File: src/rtl/npu_config_interface.sv
// Configuration front end of the NPU: buffers 26-bit host config words in a FIFO and,
// on each pop, drives the payload and pulses the one write strobe selected by the opcode.
module npu_config_interface #(
    parameter int DEPTH  = 16,
    parameter int ADDR_W = 4
) (
    input  logic        CKL,
    input  logic        RST,
    input  logic [25:0] npu_config_interface_din,
    input  logic        npu_config_fifo_write_en,
    input  logic        npu_config_fifo_read_en,
    output logic [15:0] npu_config_dout,
    output logic        npu_config_fifo_full,
    output logic        npu_config_fifo_empty,
    output logic        npu_weight0_write_en,
    output logic        npu_weight1_write_en,
    output logic        npu_weight2_write_en,
    output logic        npu_weight3_write_en,
    output logic        npu_weight4_write_en,
    output logic        npu_weight5_write_en,
    output logic        npu_weight6_write_en,
    output logic        npu_weight7_write_en,
    output logic        npu_input_format_write_en,
    output logic        npu_output_format_write_en,
    output logic        npu_input_cnt_write_en,
    output logic        npu_output_cnt_write_en,
    output logic        npu_sched_buf_write_en,
    output logic        npu_offset_buf_write_en,
    output logic        npu_rst
);

    localparam int CNT_W = ADDR_W + 1;

    typedef enum logic [3:0] {
        OP_NOP        = 4'd0,
        OP_WEIGHT0    = 4'd1,
        OP_WEIGHT1    = 4'd2,
        OP_WEIGHT2    = 4'd3,
        OP_WEIGHT3    = 4'd4,
        OP_WEIGHT4    = 4'd5,
        OP_WEIGHT5    = 4'd6,
        OP_WEIGHT6    = 4'd7,
        OP_WEIGHT7    = 4'd8,
        OP_IN_FORMAT  = 4'd9,
        OP_OUT_FORMAT = 4'd10,
        OP_IN_CNT     = 4'd11,
        OP_OUT_CNT    = 4'd12,
        OP_SCHED_BUF  = 4'd13,
        OP_OFFSET_BUF = 4'd14,
        OP_NPU_RST    = 4'd15
    } opcode_e;

    typedef struct packed {
        logic       npu_rst;
        logic       offset_buf;
        logic       sched_buf;
        logic       output_cnt;
        logic       input_cnt;
        logic       output_format;
        logic       input_format;
        logic [7:0] weight;
    } strobe_t;

    logic [25:0]       mem [DEPTH];
    logic [ADDR_W-1:0] wr_ptr;
    logic [ADDR_W-1:0] rd_ptr;
    logic [CNT_W-1:0]  count;

    logic              do_push;
    logic              do_pop;
    logic [25:0]       head;
    opcode_e           head_op;
    logic              head_reserved_unused;
    logic              din_reserved_unused;

    strobe_t           strobe_next;
    strobe_t           strobe_q;
    logic [15:0]       dout_q;

    assign npu_config_fifo_full  = (count == CNT_W'(DEPTH));
    assign npu_config_fifo_empty = (count == '0);

    // A pop in the same cycle frees the slot the push needs, so a full FIFO still accepts it.
    assign do_pop  = npu_config_fifo_read_en && !npu_config_fifo_empty;
    assign do_push = npu_config_fifo_write_en && (!npu_config_fifo_full || do_pop);

    assign head    = mem[rd_ptr];
    assign head_op = opcode_e'(head[25:22]);

    // Reserved field travels with the word but never influences dispatch.
    assign head_reserved_unused = ^head[21:16];
    assign din_reserved_unused  = ^npu_config_interface_din[21:16];

    // NOTE: the storage array has no reset; an entry is only read after a push has written it,
    // and leaving it out of reset lets it map onto plain RAM.
    always_ff @(posedge CKL) begin
        if (do_push) begin
            mem[wr_ptr] <= npu_config_interface_din;
        end
    end

    // NOTE: all state uses non-blocking assignments so every register samples pre-edge values.
    always_ff @(posedge CKL or negedge RST) begin
        if (!RST) begin
            wr_ptr <= '0;
            rd_ptr <= '0;
            count  <= '0;
        end else begin
            if (do_push) begin
                wr_ptr <= wr_ptr + 1'b1;
            end
            if (do_pop) begin
                rd_ptr <= rd_ptr + 1'b1;
            end
            case ({do_push, do_pop})
                2'b10:   count <= count + 1'b1;
                2'b01:   count <= count - 1'b1;
                default: count <= count;
            endcase
        end
    end

    // NOTE: every field gets a default first so the decode never infers a latch.
    always_comb begin
        strobe_next = '0;
        if (do_pop) begin
            case (head_op)
                OP_WEIGHT0:    strobe_next.weight[0]     = 1'b1;
                OP_WEIGHT1:    strobe_next.weight[1]     = 1'b1;
                OP_WEIGHT2:    strobe_next.weight[2]     = 1'b1;
                OP_WEIGHT3:    strobe_next.weight[3]     = 1'b1;
                OP_WEIGHT4:    strobe_next.weight[4]     = 1'b1;
                OP_WEIGHT5:    strobe_next.weight[5]     = 1'b1;
                OP_WEIGHT6:    strobe_next.weight[6]     = 1'b1;
                OP_WEIGHT7:    strobe_next.weight[7]     = 1'b1;
                OP_IN_FORMAT:  strobe_next.input_format  = 1'b1;
                OP_OUT_FORMAT: strobe_next.output_format = 1'b1;
                OP_IN_CNT:     strobe_next.input_cnt     = 1'b1;
                OP_OUT_CNT:    strobe_next.output_cnt    = 1'b1;
                OP_SCHED_BUF:  strobe_next.sched_buf     = 1'b1;
                OP_OFFSET_BUF: strobe_next.offset_buf    = 1'b1;
                OP_NPU_RST:    strobe_next.npu_rst       = 1'b1;
                default:       strobe_next               = '0;
            endcase
        end
    end

    // Strobes last one cycle because they reload with zero whenever no pop happens.
    always_ff @(posedge CKL or negedge RST) begin
        if (!RST) begin
            strobe_q <= '0;
            dout_q   <= '0;
        end else begin
            strobe_q <= strobe_next;
            if (do_pop) begin
                dout_q <= head[15:0];
            end
        end
    end

    assign npu_config_dout            = dout_q;
    assign npu_weight0_write_en       = strobe_q.weight[0];
    assign npu_weight1_write_en       = strobe_q.weight[1];
    assign npu_weight2_write_en       = strobe_q.weight[2];
    assign npu_weight3_write_en       = strobe_q.weight[3];
    assign npu_weight4_write_en       = strobe_q.weight[4];
    assign npu_weight5_write_en       = strobe_q.weight[5];
    assign npu_weight6_write_en       = strobe_q.weight[6];
    assign npu_weight7_write_en       = strobe_q.weight[7];
    assign npu_input_format_write_en  = strobe_q.input_format;
    assign npu_output_format_write_en = strobe_q.output_format;
    assign npu_input_cnt_write_en     = strobe_q.input_cnt;
    assign npu_output_cnt_write_en    = strobe_q.output_cnt;
    assign npu_sched_buf_write_en     = strobe_q.sched_buf;
    assign npu_offset_buf_write_en    = strobe_q.offset_buf;
    assign npu_rst                    = strobe_q.npu_rst;

endmodule

File: config.mk
export PLATFORM = sky130hd
export DESIGN_NAME = npu_config_interface
export DESIGN_NICKNAME = d
export VERILOG_FILES = /design/src/rtl/npu_config_interface.sv
export SDC_FILE = /design/constraint.sdc
export NUM_CORES = 1
export LEC_CHECK = 0
export BUFFER_PORTS_ARGS = -buffer_cell sky130_fd_sc_hd__buf_2
export CORE_ASPECT_RATIO = 2
export CORE_UTILIZATION = 56
export CTS_BUF_LIST = sky130_fd_sc_hd__clkbuf_4 sky130_fd_sc_hd__clkbuf_8 sky130_fd_sc_hd__clkbuf_16
export DETAILED_ROUTE_END_ITERATION = 10
export PLACE_DENSITY = 0.84
export SYNTH_ARGS = -nofsm -noshare
export SYNTH_HDL_FRONTEND = slang
export SYNTH_SLANG_ARGS = --single-unit
File: constraint.sdc
create_clock -name CKL -period 3.3 [get_ports CKL]
set_input_delay 0.165 -clock CKL [delete_from_list [all_inputs] [get_ports CKL]]
set_output_delay 0.165 -clock CKL [all_outputs]
set_load 0.05 [all_outputs]
### Yosys cells after proc, flatten, opt, wreduce, memory -nomap -nowiden

Memories as Yosys holds them, arrays and structs flattened.
Index checks and enable logic that the tools add are counted.

* register bits: 44
* word-level logic and storage cells: 61
* ROM bits: 0
* memories: 1
* input bits: 30
* bits in writable memories: 416
* bits in latches: 0
* output and inout port bits: 33

Memories
* mem: depth 16, width 26, read ports 1, clocked after Yosys merged registers in 0, wr ports 1, line 64 `logic [25:0] mem [DEPTH];`

* equal/unequal tests: 18
* order comparisons: 0
* multiply operators: 0
* reductions and logical operators: 7
* $add $sub $neg: 4
* muxes and demuxes: 19
* div/mod/pow operators: 0
* shifts and indexed selects: 0
* bitwise gates (word level): 0

Operator list (count)
* == test 4 bit, second input constant: 8
* two-way mux 1 bit: 17
* == test 4 x 3 -> 1 bit, second input constant: 4
* two-way mux 15 bit: 1
* one-hot mux 5 bit (2 select lines): 1
* adder 4 x 1 -> 4 bit, second input constant: 2
* == test 4 x 2 -> 1 bit, second input constant: 2
* adder 5 x 1 -> 5 bit, second input constant: 1
* == test 5 bit, second input constant: 1
* zero test 5 bit: 1
* subtractor 5 x 1 -> 5 bit, second input constant: 1
* == test 4 x 1 -> 1 bit, second input constant: 1
* == test 2 x 1 -> 1 bit, second input constant: 1
* == test 2 bit, second input constant: 1
* logical AND 1 bit: 2
* zero test 1 bit: 2
* nonzero test 2 bit: 1
* logical OR 1 bit: 1

### Depth between registers and ports, before layout

* word-level depth: 7
* gate-level depth with buffers: 9
* depth with buffers taken out: 8

### Least setup slack after synthesis

No wires, ideal clock.

* path kind: reg2reg
* from: reg count[4]
* to: mem mem[3][0], enable pin
* library setup time: 0.422 ns
* path buffers: 1
* arrival time: 2.603 ns
* stages on the path, launching flop included: 5
* required time: 2.878 ns
* period minus slack after synthesis: 3.025 ns
* setup slack: 0.275 ns
* cell sequence: dfrtp_1 clkbuf_1 a31oi_1 nand2_1 nor3_1

* longest elaborated chain between the ends: 7
* elaborated cells on any way between the ends: 9
* classes of those cells: eq/ne: 1; mux: 2; reduce/logical: 6

RTL lines
* start, declared: line 67 `logic [CNT_W-1:0] count;`
* start signal, assigned: line 116 `2'b10: count <= count + 1'b1;`
* start signal, assigned: line 117 `2'b01: count <= count - 1'b1;`
* start signal, assigned: line 118 `default: count <= count;`
* zero test 5 bit: line 81 `assign npu_config_fifo_empty = (count == '0);`
* zero test 1 bit: line 84 `assign do_pop = npu_config_fifo_read_en && !npu_config_fifo_empty;`
* logical AND 1 bit: line 84
* logical OR 1 bit (*): line 85 `assign do_push = npu_config_fifo_write_en && (!npu_config_fifo_full || do_pop);`
* logical AND 1 bit (*): line 85
* two-way mux 1 bit (*): line 97 `if (do_push) begin`
* two-way mux 1 bit (not written as such) (*): line 98 `mem[wr_ptr] <= npu_config_interface_din;`
* end, declared: line 64

Every way passes the cells marked *; elsewhere a longest branch is shown, timed or not.

### Worst setup path after layout

* from: reg count[1]
* to: reg count[4]

* longest elaborated chain between the ends: 7
* elaborated cells on any way between the ends: 13
* classes of those cells: add/sub: 2; eq/ne: 3; mux: 1; reduce/logical: 7

RTL lines
* zero test 5 bit: line 81
* zero test 1 bit: line 84
* logical AND 1 bit: line 84
* logical OR 1 bit: line 85
* logical AND 1 bit: line 85
* == test 2 x 1 -> 1 bit or == test 2 bit (tied branches): line 115 `case ({do_push, do_pop})`
* one-hot mux 5 bit (2 select lines) or nonzero test 2 bit (tied branches)

Several ways; a longest one is shown, not always the timed one.
A chain may end at the register's enable or synchronous reset.

==> key figures <==
Outcome
  • Status: completed

Timing
  • Sum Neg Setup Slack: 0 ps
  • Final worst path period need: between 2000 and 3000 ps
  • Max Transition Viols Final: 0
  • Post-route clock period utilization: between 90% and 100%
  • Slew headroom: between 30% and 40%
  • Final Hold Viols: 0
  • Hold slack: around 150 ps
  • Fmax: 335 MHz
  • Setup violators final: 0
  • Worst slew pin tran: between 900 and 1000 ps
  • Post-route worst setup slack: 318 ps
  • Worst Skew: 7.23 ps
  • RSZ-0062 raised after global routing: false

GRT
  • Initial antenna violation count: 0
  • Grt total ovfl: 0
  • First-pass GRT wire length: approximately 46,000 um
  • Largest net degree at the start of global routing: between 50 and 60
  • Vias in the first global route: around 7,600
  • Total Routing Usage GR: approximately a quarter

Logic synthesis
  • Synth warnings: 0
  • Post-Synth Adder-Cell Area: 0.847%
  • Syn_area_per_cell: between 20 and 25 sq um
  • Synth cell types: 45
  • Yosys reg bits: 364
  • Syn Inst Count: between 600 and 700
  • Sequential share of the synthesized area: between 70% and 80%
  • Commonest register cell after synthesis: edfxtp_1
  • Area leader, netlist: edfxtp_1
  • Compound-cell area share of the yosys netlist: approximately 3.3%
  • Async set or reset register ratio after synthesis: between 10% and 20%
  • Main combinational cell family by area after synthesis: multiplexers
  • Post-synth EDFFs: between 300 and 400
  • Xor/xnor share of the synthesized area: less than 1%
  • Synth top area cells: edfxtp_1, mux4_2, dfrtp_1
  • Simple-gate area share of the yosys netlist: under 10%
  • Syn_nets: 721
  • Cell area after synthesis: 14,200 sq um
  • Top-area cell type share of the netlist area: 67.8%
  • Mux share of post-synthesis cell area: ~16%

Place
  • Pre-CTS WS: approximately 400 ps
  • GP Congestion: approximately 0.8
  • Detailed Place HPWL: roughly 18,000 um
  • PortBufs: 56

Setup path
  • R2r startpoint: count[1]
  • Critical path's largest stage delay: approximately 660 ps
  • CP startpoint: count[1]
  • Crit. End Element: register
  • CP Launch Type: register
  • CP required: between 3000 and 4000 ps
  • R2r setup slk: about 320 ps
  • Worst R2R Path Depth: 8
  • Worst EP arrival: approximately 3400 ps
  • Slowest stage cell, crit path: or4_1
  • Reg2Reg Capture Point: count[4]
  • Crit path cell chain: or4_1 -> o211ai_1 -> inv_1 -> ha_1 -> nor2b_1 -> o21ai_0 -> a211oi_1 -> o211a_1
  • Setup CP Type: reg2reg
  • Critical path peak fanout: 6

Finish
  • Commonest non-fill, non-tap cell in the layout: edfxtp_1
  • Fin nets: between 800 and 900
  • Share of layout cells above drive strength 1: between 30% and 40%
  • Fin util: 65.1%
  • Ant diodes: 0
  • Most frequent cells in the layout: edfxtp_1, mux4_2, buf_2
  • Post-synthesis to final-layout area growth: 14.6%

CTS
  • Resized Gates After CTS: 0
  • Post CTS Setup Buffer Count: 0
  • Number of CTS-inserted buffers: 28
  • Clock Root Buffer: clkbuf_16
  • Sink Count: around 360
  • Clk pin slew, worst setup/hold paths: about 70 ps
  • CTS tree: done
  • Clock latency on the worst-skew pair: ~550 ps
  • Clk buf depth: 3
  • H-tree depth: 1
  • Hold buffer count at cts: 21

Floorplan
  • # IOs: 63
  • Die ar.: about 26,000 sq um
  • Die Y: between 200 and 250 um
  • Die W: 115 um
  • Effective utilization at floorplan: 56.9%
  • Core Region: around 25,000 sq um
  • # rows: between 80 and 90

Min path
  • Hold path startpoint: npu_config_fifo_read_en
  • Hold worst-path end: count[4]
  • Hold depth: 4
  • Hold Path Class: in2reg

Drt
  • Total number of vias: roughly 7,000
  • Starting DRT DRC Count: between 500 and 600
  • Post-route ant nets: 0
  • Remaining DRCs: 0
  • First-pass iteration count of the detailed router: 5
  • WL final: around 31,000 um
  • Via density: ~6.2
  • Routed len/inst: ~27 um

Power and ir drop
  • Worst vdd ir: between 0.6 and 0.7 mV
  • Lkg Pwr: approximately 5.7 nW
  • P per Cell Area: approximately 860 nW/um^2

Run
  • Max_cap viols: 0
Yosys cell counts (2+ instances only):
cell type  instances
edfxtp_1         320
mux4_2            80
dfrtp_1           44
mux2i_1           41
a21o_1            17
a211oi_1          16
nor2_1            16
o22ai_1           16
nand2_1           15
buf_2             13
clkbuf_1          11
nand2b_1          10
inv_1              9
xnor2_1            9
ha_1               8
buf_1              6
buf_4              4
nand4_1            4
nor3_1             4
nand3_1            3
nand3b_1           3
a21oi_1            2
mux2_2             2
nor2b_1            2
o211ai_1           2
o21ai_0            2
o21ai_1            2
o31ai_1            2
or2_0              2
or2_1              2
cell type report:
class                      instances  area, sq um
clock buffer                      38          806
clock inverter                    14          150
fill                            1558         8690
inverter                           9         33.8
multi-input combinational        274         3320
sequential                       364        10700
tap                              336          420
timing repair buffer             116          796
sequential cells by signal, indices dropped and copies added, names as in the netlist, 4 cells and up:
name	count
mem	320
npu_config_dout	16
count	5
rd_ptr	4
wr_ptr	4
worst max-delay path: cells and delay by family, from the launching register on:
| family | cells | cell delay [ps] |
|---|---|---|
| compound gates | 4 | 1100 |
| buf+inv | 1 | 190 |
| simple gates | 2 | 820 |
| fa+ha+maj | 1 | 360 |
| flops | 1 | 410 |
stage by stage:
stage,std cells,total power [W],area [sq um]
6_report,1151,0.0140,16200
3_3_place_gp,1078,0.0103,15100
3_5_place_dp,1078,0.0105,15100
2_1_floorplan,682,0.00932,14200
4_1_cts,1151,0.0141,16200
5_1_grt,1151,0.0145,16200
routing by layer:
layer / track usage (%) / share of wire [%] / vias to the layer above
li1: - / - / 3007
met1: 29.0 / 33 / 3691
met2: 44.3 / 55 / 361
met3: 3.43 / 6.7 / 100
met4: 13.1 / 5.0 / 0
met5: 0 / 0 / -
worst max-delay path by stage:
stage,endpoint,slack (ps),cells after the start
floorplan,mem[3][0],270,4
finish,count[4],320,8
CTS,count[4],380,8
global route,count[4],180,8
global placement,count[4],630,8
detailed placement,count[4],400,8
where the power goes:
| group | switching [W] | total [W] | internal [W] |
|---|---|---|---|
| Clock | 0.00152 | 0.00347 | 0.00195 |
| Sequential | 0.000543 | 0.00619 | 0.00565 |
| Combinational | 0.00246 | 0.00432 | 0.00186 |
cells by family (layout without fill, tap and decap cells):
| logic type | after synthesis | count (layout) |
|---|---|---|
| simple gates | 66 | 66 |
| flops | 364 | 364 |
| mux | 124 | 124 |
| xor+xnor | 9 | 9 |
| compound gates | 66 | 66 |
| fa+ha+maj | 9 | 9 |
| buf+inv | 44 | 177 |
Power figures use the tool's default switching activity.
